<file path="src/rtl/booth_pkg.sv">
// Shared constants and FSM state type for the Booth operand sequencer.
package booth_pkg;

  localparam int unsigned W           = 8;
  localparam int unsigned PW          = 2 * W;
  localparam int unsigned TIMEOUT_DEF = 255;

  typedef enum logic [2:0] {
    IDLE,
    LOAD,
    ARM,
    RUN,
    DRAIN,
    OUT
  } state_t;

endpackage

</file>
<file path="src/rtl/booth_op_fifo.sv">
// Operand-pair FIFO; entries hold {a, b}, pointers wrap modulo DEPTH.
module booth_op_fifo #(
  parameter int unsigned W     = 16,
  parameter int unsigned DEPTH = 4
) (
  input  logic                     clk,
  input  logic                     rst,
  input  logic                     push,
  input  logic                     pop,
  input  logic [W-1:0]             wdata,
  output logic [W-1:0]             rdata,
  output logic                     full,
  output logic                     empty,
  output logic [$clog2(DEPTH):0]   count
);

  localparam int unsigned AW = $clog2(DEPTH);
  localparam int unsigned CW = AW + 1;

  logic [W-1:0]  mem [DEPTH];
  logic [AW-1:0] wr_ptr;
  logic [AW-1:0] rd_ptr;
  logic          do_push;
  logic          do_pop;

  assign full    = (count == CW'(DEPTH));
  assign empty   = (count == '0);
  assign do_push = push && !full;
  assign do_pop  = pop && !empty;
  assign rdata   = mem[rd_ptr];

  always_ff @(posedge clk) begin
    if (do_push) mem[wr_ptr] <= wdata;
  end

  always_ff @(posedge clk) begin
    if (rst) begin
      wr_ptr <= '0;
      rd_ptr <= '0;
      count  <= '0;
    end else begin
      if (do_push) wr_ptr <= wr_ptr + AW'(1);
      if (do_pop)  rd_ptr <= rd_ptr + AW'(1);
      count <= count + CW'(do_push) - CW'(do_pop);
    end
  end

endmodule

</file>
<file path="src/rtl/booth_seq.sv">
// Streams buffered operand pairs into the Booth core's start/done handshake
// and holds each product (or an abort marker) until the consumer takes it.
module booth_seq
  import booth_pkg::*;
#(
  parameter int unsigned W       = booth_pkg::W,
  parameter int unsigned DEPTH   = 4,
  parameter int unsigned TIMEOUT = booth_pkg::TIMEOUT_DEF
) (
  input  logic             clk,
  input  logic             rst,
  input  logic             in_valid,
  output logic             in_ready,
  input  logic [W-1:0]     in_a,
  input  logic [W-1:0]     in_b,
  output logic             out_valid,
  input  logic             out_ready,
  output logic [2*W-1:0]   out_result,
  output logic             out_timeout,
  output logic             busy,
  output logic [W-1:0]     m_A,
  output logic [W-1:0]     m_B,
  output logic             m_Awrite,
  output logic             m_Bwrite,
  output logic             m_start,
  input  logic             m_done,
  input  logic [2*W-1:0]   m_Result
);

  localparam int unsigned CW  = $clog2(DEPTH) + 1;
  localparam int unsigned WDW = $clog2(TIMEOUT + 1) + 1;

  state_t           state;
  logic [WDW-1:0]   wd;
  logic [WDW-1:0]   wd_next;
  logic [2*W-1:0]   head;
  logic             full;
  logic             empty;
  logic [CW-1:0]    count;
  logic             push;
  logic             pop;

  assign in_ready = !full;
  assign push     = in_valid && in_ready;
  assign pop      = (state == LOAD);
  assign busy     = (state != IDLE) || (count != '0);
  assign wd_next  = wd + WDW'(1);

  booth_op_fifo #(
    .W     (2 * W),
    .DEPTH (DEPTH)
  ) u_fifo (
    .clk   (clk),
    .rst   (rst),
    .push  (push),
    .pop   (pop),
    .wdata ({in_a, in_b}),
    .rdata (head),
    .full  (full),
    .empty (empty),
    .count (count)
  );

  always_ff @(posedge clk) begin
    if (rst) begin
      state       <= IDLE;
      wd          <= '0;
      m_A         <= '0;
      m_B         <= '0;
      m_Awrite    <= 1'b0;
      m_Bwrite    <= 1'b0;
      m_start     <= 1'b0;
      out_valid   <= 1'b0;
      out_result  <= '0;
      out_timeout <= 1'b0;
    end else begin
      case (state)
        IDLE: begin
          // Operands are registered on entry so they are valid for the whole LOAD cycle.
          if (!empty) begin
            m_A      <= head[2*W-1:W];
            m_B      <= head[W-1:0];
            m_Awrite <= 1'b1;
            m_Bwrite <= 1'b1;
            state    <= LOAD;
          end
        end
        LOAD: begin
          m_Awrite <= 1'b0;
          m_Bwrite <= 1'b0;
          state    <= ARM;
        end
        ARM: begin
          wd      <= '0;
          m_start <= 1'b1;
          state   <= RUN;
        end
        RUN: begin
          wd <= wd_next;
          if (m_done) begin
            out_result  <= m_Result;
            out_timeout <= 1'b0;
            m_start     <= 1'b0;
            state       <= DRAIN;
          end else if (wd_next >= WDW'(TIMEOUT)) begin
            out_result  <= '0;
            out_timeout <= 1'b1;
            m_start     <= 1'b0;
            state       <= DRAIN;
          end
        end
        DRAIN: begin
          if (!m_done) begin
            out_valid <= 1'b1;
            state     <= OUT;
          end
        end
        OUT: begin
          if (out_ready) begin
            out_valid <= 1'b0;
            state     <= IDLE;
          end
        end
        default: state <= IDLE;
      endcase
    end
  end

endmodule

</file>
<file path="config.mk">
export PLATFORM = sky130hd
export DESIGN_NAME = booth_seq
export DESIGN_NICKNAME = d
export VERILOG_FILES = /design/src/rtl/booth_pkg.sv /design/src/rtl/booth_op_fifo.sv /design/src/rtl/booth_seq.sv
export SDC_FILE = /design/constraint.sdc
export NUM_CORES = 1
export LEC_CHECK = 0
export ABC_CLOCK_PERIOD_IN_PS = 4070
export CORE_MARGIN = 8
export CORE_UTILIZATION = 35
export DETAILED_ROUTE_END_ITERATION = 6
export GPL_TIMING_DRIVEN = 1
export HOLD_SLACK_MARGIN = 0.03
export PLACE_DENSITY_LB_ADDON = 0.12
export RECOVER_POWER = 100
export SLEW_MARGIN = 40
export SYNTH_ARGS = -nofsm -noshare
export SYNTH_HDL_FRONTEND = slang
export SYNTH_SLANG_ARGS = --single-unit
export TNS_END_PERCENT = 50
</file>
<file path="constraint.sdc">
create_clock -name clk -period 4.07 [get_ports clk]
set_input_delay 0.407 -clock clk [delete_from_list [all_inputs] [get_ports clk]]
set_output_delay 0.407 -clock clk [all_outputs]
set_load 0.02 [all_outputs]
</file>
==> results of run 1 <==
## cell families (layout without fill, tap and decap cells)
logic type,after synthesis,count (layout)
and+or+nand+nor,117,117
xor gates and xnor gates,5,5
buffers and inverters,40,121
muxes,19,19
adders and majority gates,9,9
AOI/OAI and AO/OA,89,89
DFF,119,119
## worst min path at each step
| stage | depth (start not counted) | end | from |
|---|---|---|---|
| global route | 2 | m_A[3] | m_A[3] |
| floorplan | 2 | wd[8] | wd[8] |
| CTS | 2 | m_B[0] | m_B[0] |
| global placement | 2 | m_A[7] | m_A[7] |
| detailed placement | 2 | m_B[0] | m_B[0] |
| finish | 2 | m_B[0] | m_B[0] |
## layout make-up
class / instances / area, sq um
Fill cell: 1268 / 7491
Multi-Input combinational cell: 239 / 1742
Tap cell: 180 / 225.2
Clock inverter: 11 / 130.1
Timing Repair Buffer: 80 / 783.3
Clock buffer: 21 / 450.4
Inverter: 9 / 33.78
Sequential cell: 119 / 3025
## power by group
group          switching, mW  internal [mW]
Sequential             0.153           1.46
Clock                  0.496          0.966
Combinational          0.566          0.441
## cell usage in the layout, fill, tap and decap left out, drive strengths merged, types with 16 or more instances in the layout
| master | n |
|---|---|
| a311oi | 16 |
| mux4 | 16 |
| dlygate4sd3 | 55 |
| clkdlybuf4s50 | 19 |
| dfxtp | 55 |
| nor2 | 22 |
| edfxtp | 64 |
| clkbuf | 21 |
| nand2 | 62 |
| a21oi | 42 |
## sequential cells by signal (all words and copies together), names as in the netlist, 2 cells and up
name / flops
u_fifo.mem: 64
u_fifo.count: 3
out_result: 16
wd: 9
u_fifo.rd_ptr: 2
m_A: 8
m_B: 8
u_fifo.wr_ptr: 2
state: 3
## worst register-to-register path, delay by kind of cell (launching register included)
kind	cells	cell delay, ns
compound gates	2	1.12
simple gates	3	0.89
flops	1	0.39
fa+ha+maj	1	0.35
## layer usage
layer / up-vias / share of wire (%) / wire, um / global-route usage (%)
met2: 77 / 47 / 5179 / 20.50
met1: 1582 / 46 / 5100 / 15.60
met5: - / 0 / 0 / 0
met3: 15 / 5.6 / 627 / 4.006
met4: 0 / 1.9 / 214 / 6.477
li1: 1607 / - / - / -
## per-stage QoR
stage	instances	total power, mW
after floorplan	398	2.274
final	659	4.081
after detailed placement	627	2.719
after global routing	659	4.317
after CTS	659	4.207
after global placement	625	2.686
==> impl_results.md, run 1 <==
* Vias at approximately 3300
* Vias per cell at 4.979
* Placed cell area at between 5000 and 6000 sq um
* Cts repair resizes at 0
* YS warnings at 0
* Worst Tran Pin Value at 1.654 ns
* RR Endpoint: out_result[11]
* Layout cells sized above 1 at between 10% and 20%
* GR Overflow Total at 0
* Final wirelength at ~11000 um
* Clock transition at path regs at about 0.050 ns
* Initial antenna violation count at 0
* GRT Util Overall at 12.92%
* Post-Route Utilization at roughly 46%
* Routed Antenna Nets at 0
* Synth Area in Adders at 2.413%
* Starting density of the core at a little over a third
* First-pass detailed-route iteration total at 4
* Post-Syn Nets at 444
* Slew Viols, Final at 19
* R2r startpoint: wd[1]
* CP max stage delay at 0.87 ns
* Worst r2r path cells at 6
* Synth async-reset ratio at 0%
* Clock Latency Late Sink at 0.41 ns
* First-pass GRT wire length at 18110 um
* Syn Std Cell Area at 4977 sq um
* Post-synthesis register bit count at 119
* CP top delay family: compound AO/OA/AOI/OAI gates
* Post-route setup TNS at 0 ns
* Post-synthesis compound-gate area fraction at 13.27%
* Post-synthesis simple-gate area fraction at 11.14%
* Syn Area/Cell at 12.51 sq um
* CP Launch Point: wd[1]
* Type of the most critical hold path: flip-flop to flip-flop
* Nets at 512
* Max-cap violations at 1
* Die area at 18290 sq um
* Ys flop type: edfxtp_1
* RSZ-0062 raised after global routing: false
* Reg2reg setup slack at approximately 1.1 ns
* XOR/XNOR share of the synthesized area at 0.8798%
* Synth top cells by count: edfxtp_1, nand2_1, dfxtp_1
* Crit-path max FO at 18
* Die Y at 135.3 um
* Mux cell area share after synthesis at under 10%
* Syn Inst Count at approximately 400
* Top-count cell post-synth: edfxtp_1
* Tmin final at a little under 3 ns
* Pre-CTS setup slack at 1.590 ns
* PD cells at 638.6 nW/um^2
* Largest net degree at the start of global routing at 34
* Register area share after synthesis at 60.73%
* Drt wl/cell at 16.88 um
* Setup Skew at 0.007123 ns
* EDFF count, synth at 64
* Die Width at approximately 140 um
* Post-DP HPWL at 7147 um
* Area grow syn2layout at 28.38%
* Final GP Congestion at 0.7159
* Worst setup path category: flip-flop to flip-flop
* Initial DRC Count at 172
* Final setup viols at 0
* Worst Setup EP: out_result[11]
* CTS tree: yes
* Distinct cells, synth at 51
* Row Count at 43
* Yosys top cell by area: edfxtp_1
* Cell count along the critical path at 6
* Final worst setup slack at approximately 1.1 ns
* # DRC at 0
* Pleak at ~2.2 nW
* Hold Slack at 0.4519 ns
* Num Clock Sinks at about 120
* Port Buffers at between 70 and 80
* Critical Path Slowest Stage Cell: o21ai_1
* ANT cells at 0
* Max_slew headroom at -11.00%
* Post-CTS Setup Inserts at 0
* Worst path required time at approximately 4.3 ns
* Root Buffer: clkbuf_16
* Final Cell Area at 6390 sq um
* H-tree levels at 4
* Core ar. at around 14000 sq um
* Critical Path AT at 3.17 ns
* Final Cycle Share at 72.62%
* Yosys top cell area share at 38.61%
* Crit. End Element: flip-flop
* Startpoint types: flip-flop
* Sequence of cells on the critical path: ha_1 -> nand4_1 -> nor3_1 -> nor3_4 -> o21ai_1 -> a311oi_2
* Failing checks: capacitance limit, slew limit
* Worst vdd ir at around 280 uV
* Bufs on Longest Clock Path at 2
* I/O pin count at 76
* Vias in the first global route at around 3500
* Final Hold Fails at 0
* Max frequency at 338.3 MHz
* Status: complete, but fails checks
* CTS buffer count at 17
* Cts hold-fix bufs at 0
* Synth top area cells: edfxtp_1, dfxtp_1, mux4_2
* Worst path bufs/invs at 0
* Largest family of logic cells by synthesized area: compound AO/OA/AOI/OAI gates
Power figures use the tool's default switching activity.
==> inputs of run 2 (changes only) <==
Settings changed: ABC_CLOCK_PERIOD_IN_PS 4070 to 2400.
Clock period 4.07 ns to 2.4 ns, I/O delays scaled along.
==> run 2 against run 1 <==
Compared with the run above:
- the run now ends clean
- via count increased by 2.4%
- design area is 0.96% higher
- largest power group unchanged
- highest routed layer unchanged
- die area unchanged
==> impl_results.md, run 2 (synthesis results as in run 1) <==
* RSZ-0062 raised after global routing: false
* Drt wl/cell at 16.49 um (-2.3%)
* Die area at 18290 sq um (unchanged)
* Sequence of cells on the critical path: nor3_2 -> nor3_1 -> and2_1 -> ha_1 -> inv_1 -> ha_1 -> inv_1 -> fa_1 -> xor2_1 -> xnor2_1 -> nor2_1
* Type of the most critical hold path: primary input to flip-flop
* CP max stage delay at 0.42 ns (-0.45 ns)
* Most common cell after layout, fill and taps aside: edfxtp_1
* Slew Viols, Final at 0 (-19)
* Critical Path Slowest Stage Cell: dfxtp_1
* Worst Tran Pin Value at 0.9706 ns (-0.6833 ns)
* Final setup viols at 0 (unchanged)
* Post-route setup TNS at 0 ns (unchanged)
* Core ar. at 13880 sq um (unchanged)
* Crit. End Element: flip-flop
* First-pass detailed-route iteration total at 4 (unchanged)
* Port Buffers at 75 (unchanged)
* Cts hold-fix bufs at 0 (unchanged)
* Final GP Congestion at 0.7433 (+3.8%)
* Status: finished clean
* Hold Slack at 0.3691 ns (-0.08279 ns)
* Die Width at 135.3 um (unchanged)
* Root Buffer: clkbuf_16
* Starting density of the core at 35.86% (unchanged)
* Post-CTS Setup Inserts at 0 (unchanged)
* Max frequency at 460.5 MHz (+36%)
* Final Cycle Share at 90.47% (+18 points)
* PD cells at 1084 nW/um^2 (+70%)
* R2r startpoint: u_fifo.count[1]
* Worst setup path category: flip-flop to flip-flop
* Cts repair resizes at 0 (unchanged)
* Pleak at 2.283 nW (+2.9%)
* Final wirelength at 11080 um (-0.38%)
* Vias in the first global route at 3390 (-1.9%)
* Hold path startpoint: rst
* Largest register by flop count: u_fifo.mem
* Bufs on Longest Clock Path at 2 (unchanged)
* Overall Power at 6.991 mW (+71%)
* Final Hold Fails at 0 (unchanged)
* CP Launch Point: u_fifo.count[1]
* GRT Util Overall at 12.78% (-0.15 points)
* Nets at 525 (+2.5%)
* GR Overflow Total at 0 (unchanged)
* Max_slew headroom at 35.29% (+46 points)
* # DRC at 0 (unchanged)
* Layout cells sized above 1 at 13.41% (+0.053 points)
* Tmin final at 2.171 ns (-0.7844 ns)
* Biggest regs: u_fifo.mem (64), out_result (16), wd (9)
* Post-DP HPWL at 7270 um (+1.7%)
* Die Y at 135.3 um (unchanged)
* Max-cap violations at 0 (-1)
* Worst vdd ir at 531.2 uV (+87%)
* Vias at 3361 (+2.4%)
* Num Clock Sinks at 119 (unchanged)
* First-pass GRT wire length at 17910 um (-1.1%)
* Initial DRC Count at 171 (-0.58%)
* H-tree levels at 4 (unchanged)
* Row Count at 43 (unchanged)
* I/O pin count at 76 (unchanged)
* ANT cells at 0 (unchanged)
* Area grow syn2layout at 29.61%
* Clock Latency Late Sink at 0.41 ns (about the same)
* CTS buffer count at 17 (unchanged)
* Max FFs per register at 64 (unchanged)
* Initial antenna violation count at 0 (unchanged)
* Most frequent cells in the layout: edfxtp_1, nand2_1, dfxtp_1, dlygate4sd3_1, a21oi_1
* Routed Antenna Nets at 0 (unchanged)
* Largest net degree at the start of global routing at 34 (unchanged)
* Vias per cell at 5.001 (+0.46%)
* Critical Path AT at 2.46 ns (-0.71 ns)
* Crit-path max FO at 4 (-14)
* Clock transition at path regs at 0.05 ns (about the same)
* Setup Skew at 0.01099 ns (+0.003868 ns)
* Worst path required time at 2.69 ns (-1.59 ns)
* Startpoint types: flip-flop
* CTS tree: yes
==> run 2: cell types whose count changed in the layout (fill, tap and decap cells not counted), moves of 2 or more <==
cell / before / now
a311oi_2: 8 / 3
clkinv_1: 4 / 2
dfxtp_2: 2 / 0
a311oi_1: 8 / 13
buf_4: 5 / 10
dfxtp_1: 53 / 55
clkbuf_2: 0 / 2
clkbuf_1: 3 / 10
==> run 2: power breakdown <==
group | switching, mW | internal (mW)
Combinational | 1.10 | 0.793
Sequential | 0.130 | 2.47
Clock | 0.857 | 1.65
==> run 2: per-stage QoR <==
step           setup WS (ns)  area (sq um)  utilization (%)  cells
2_1_floorplan         0.1847          4977                -    398
3_3_place_gp          0.2760          5942            42.81    640
3_5_place_dp          0.2171          5942            42.81    640
4_1_cts               0.2022          6525            47.01    672
5_1_grt              0.01897          6451            46.48    672
6_report              0.2287          6451            46.48    672
==> run 2: worst max-delay path, delay by kind of cell, from the launching register on <==
| kind | cells | cell delay [ns] |
|---|---|---|
| flops | 1 | 0.42 |
| fa+ha+maj | 3 | 0.73 |
| xor+xnor | 2 | 0.30 |
| simple gates | 4 | 0.49 |
| buf+inv | 2 | 0.11 |
==> run 2: layout make-up <==
cell class                 count  area (sq um)
clock buffer                  22         454.2
clock inverter                10         128.9
fill                        1312          7430
inverter                       9         33.78
multi-input combinational    239          1733
sequential                   119          3023
tap                          180         225.2
timing repair buffer          93         853.3
==> run 2: layer usage <==
layer | GRT usage [%] | vias to the layer above | wire length, um
met4 | 5.182 | 0 | 143
met3 | 4.970 | 10 | 596
met2 | 19.97 | 81 | 5254
met5 | 0 | - | 0
met1 | 15.50 | 1642 | 5087
li1 | - | 1628 | -
==> run 2: final timing paths <==
path                 endpoint  slack, ns  cells after the start
max           u_fifo.count[2]       0.23                     11
max reg2reg   u_fifo.count[2]       0.23                     11
min reg2reg            m_B[2]       0.45                      2
min          u_fifo.rd_ptr[1]       0.37                      2
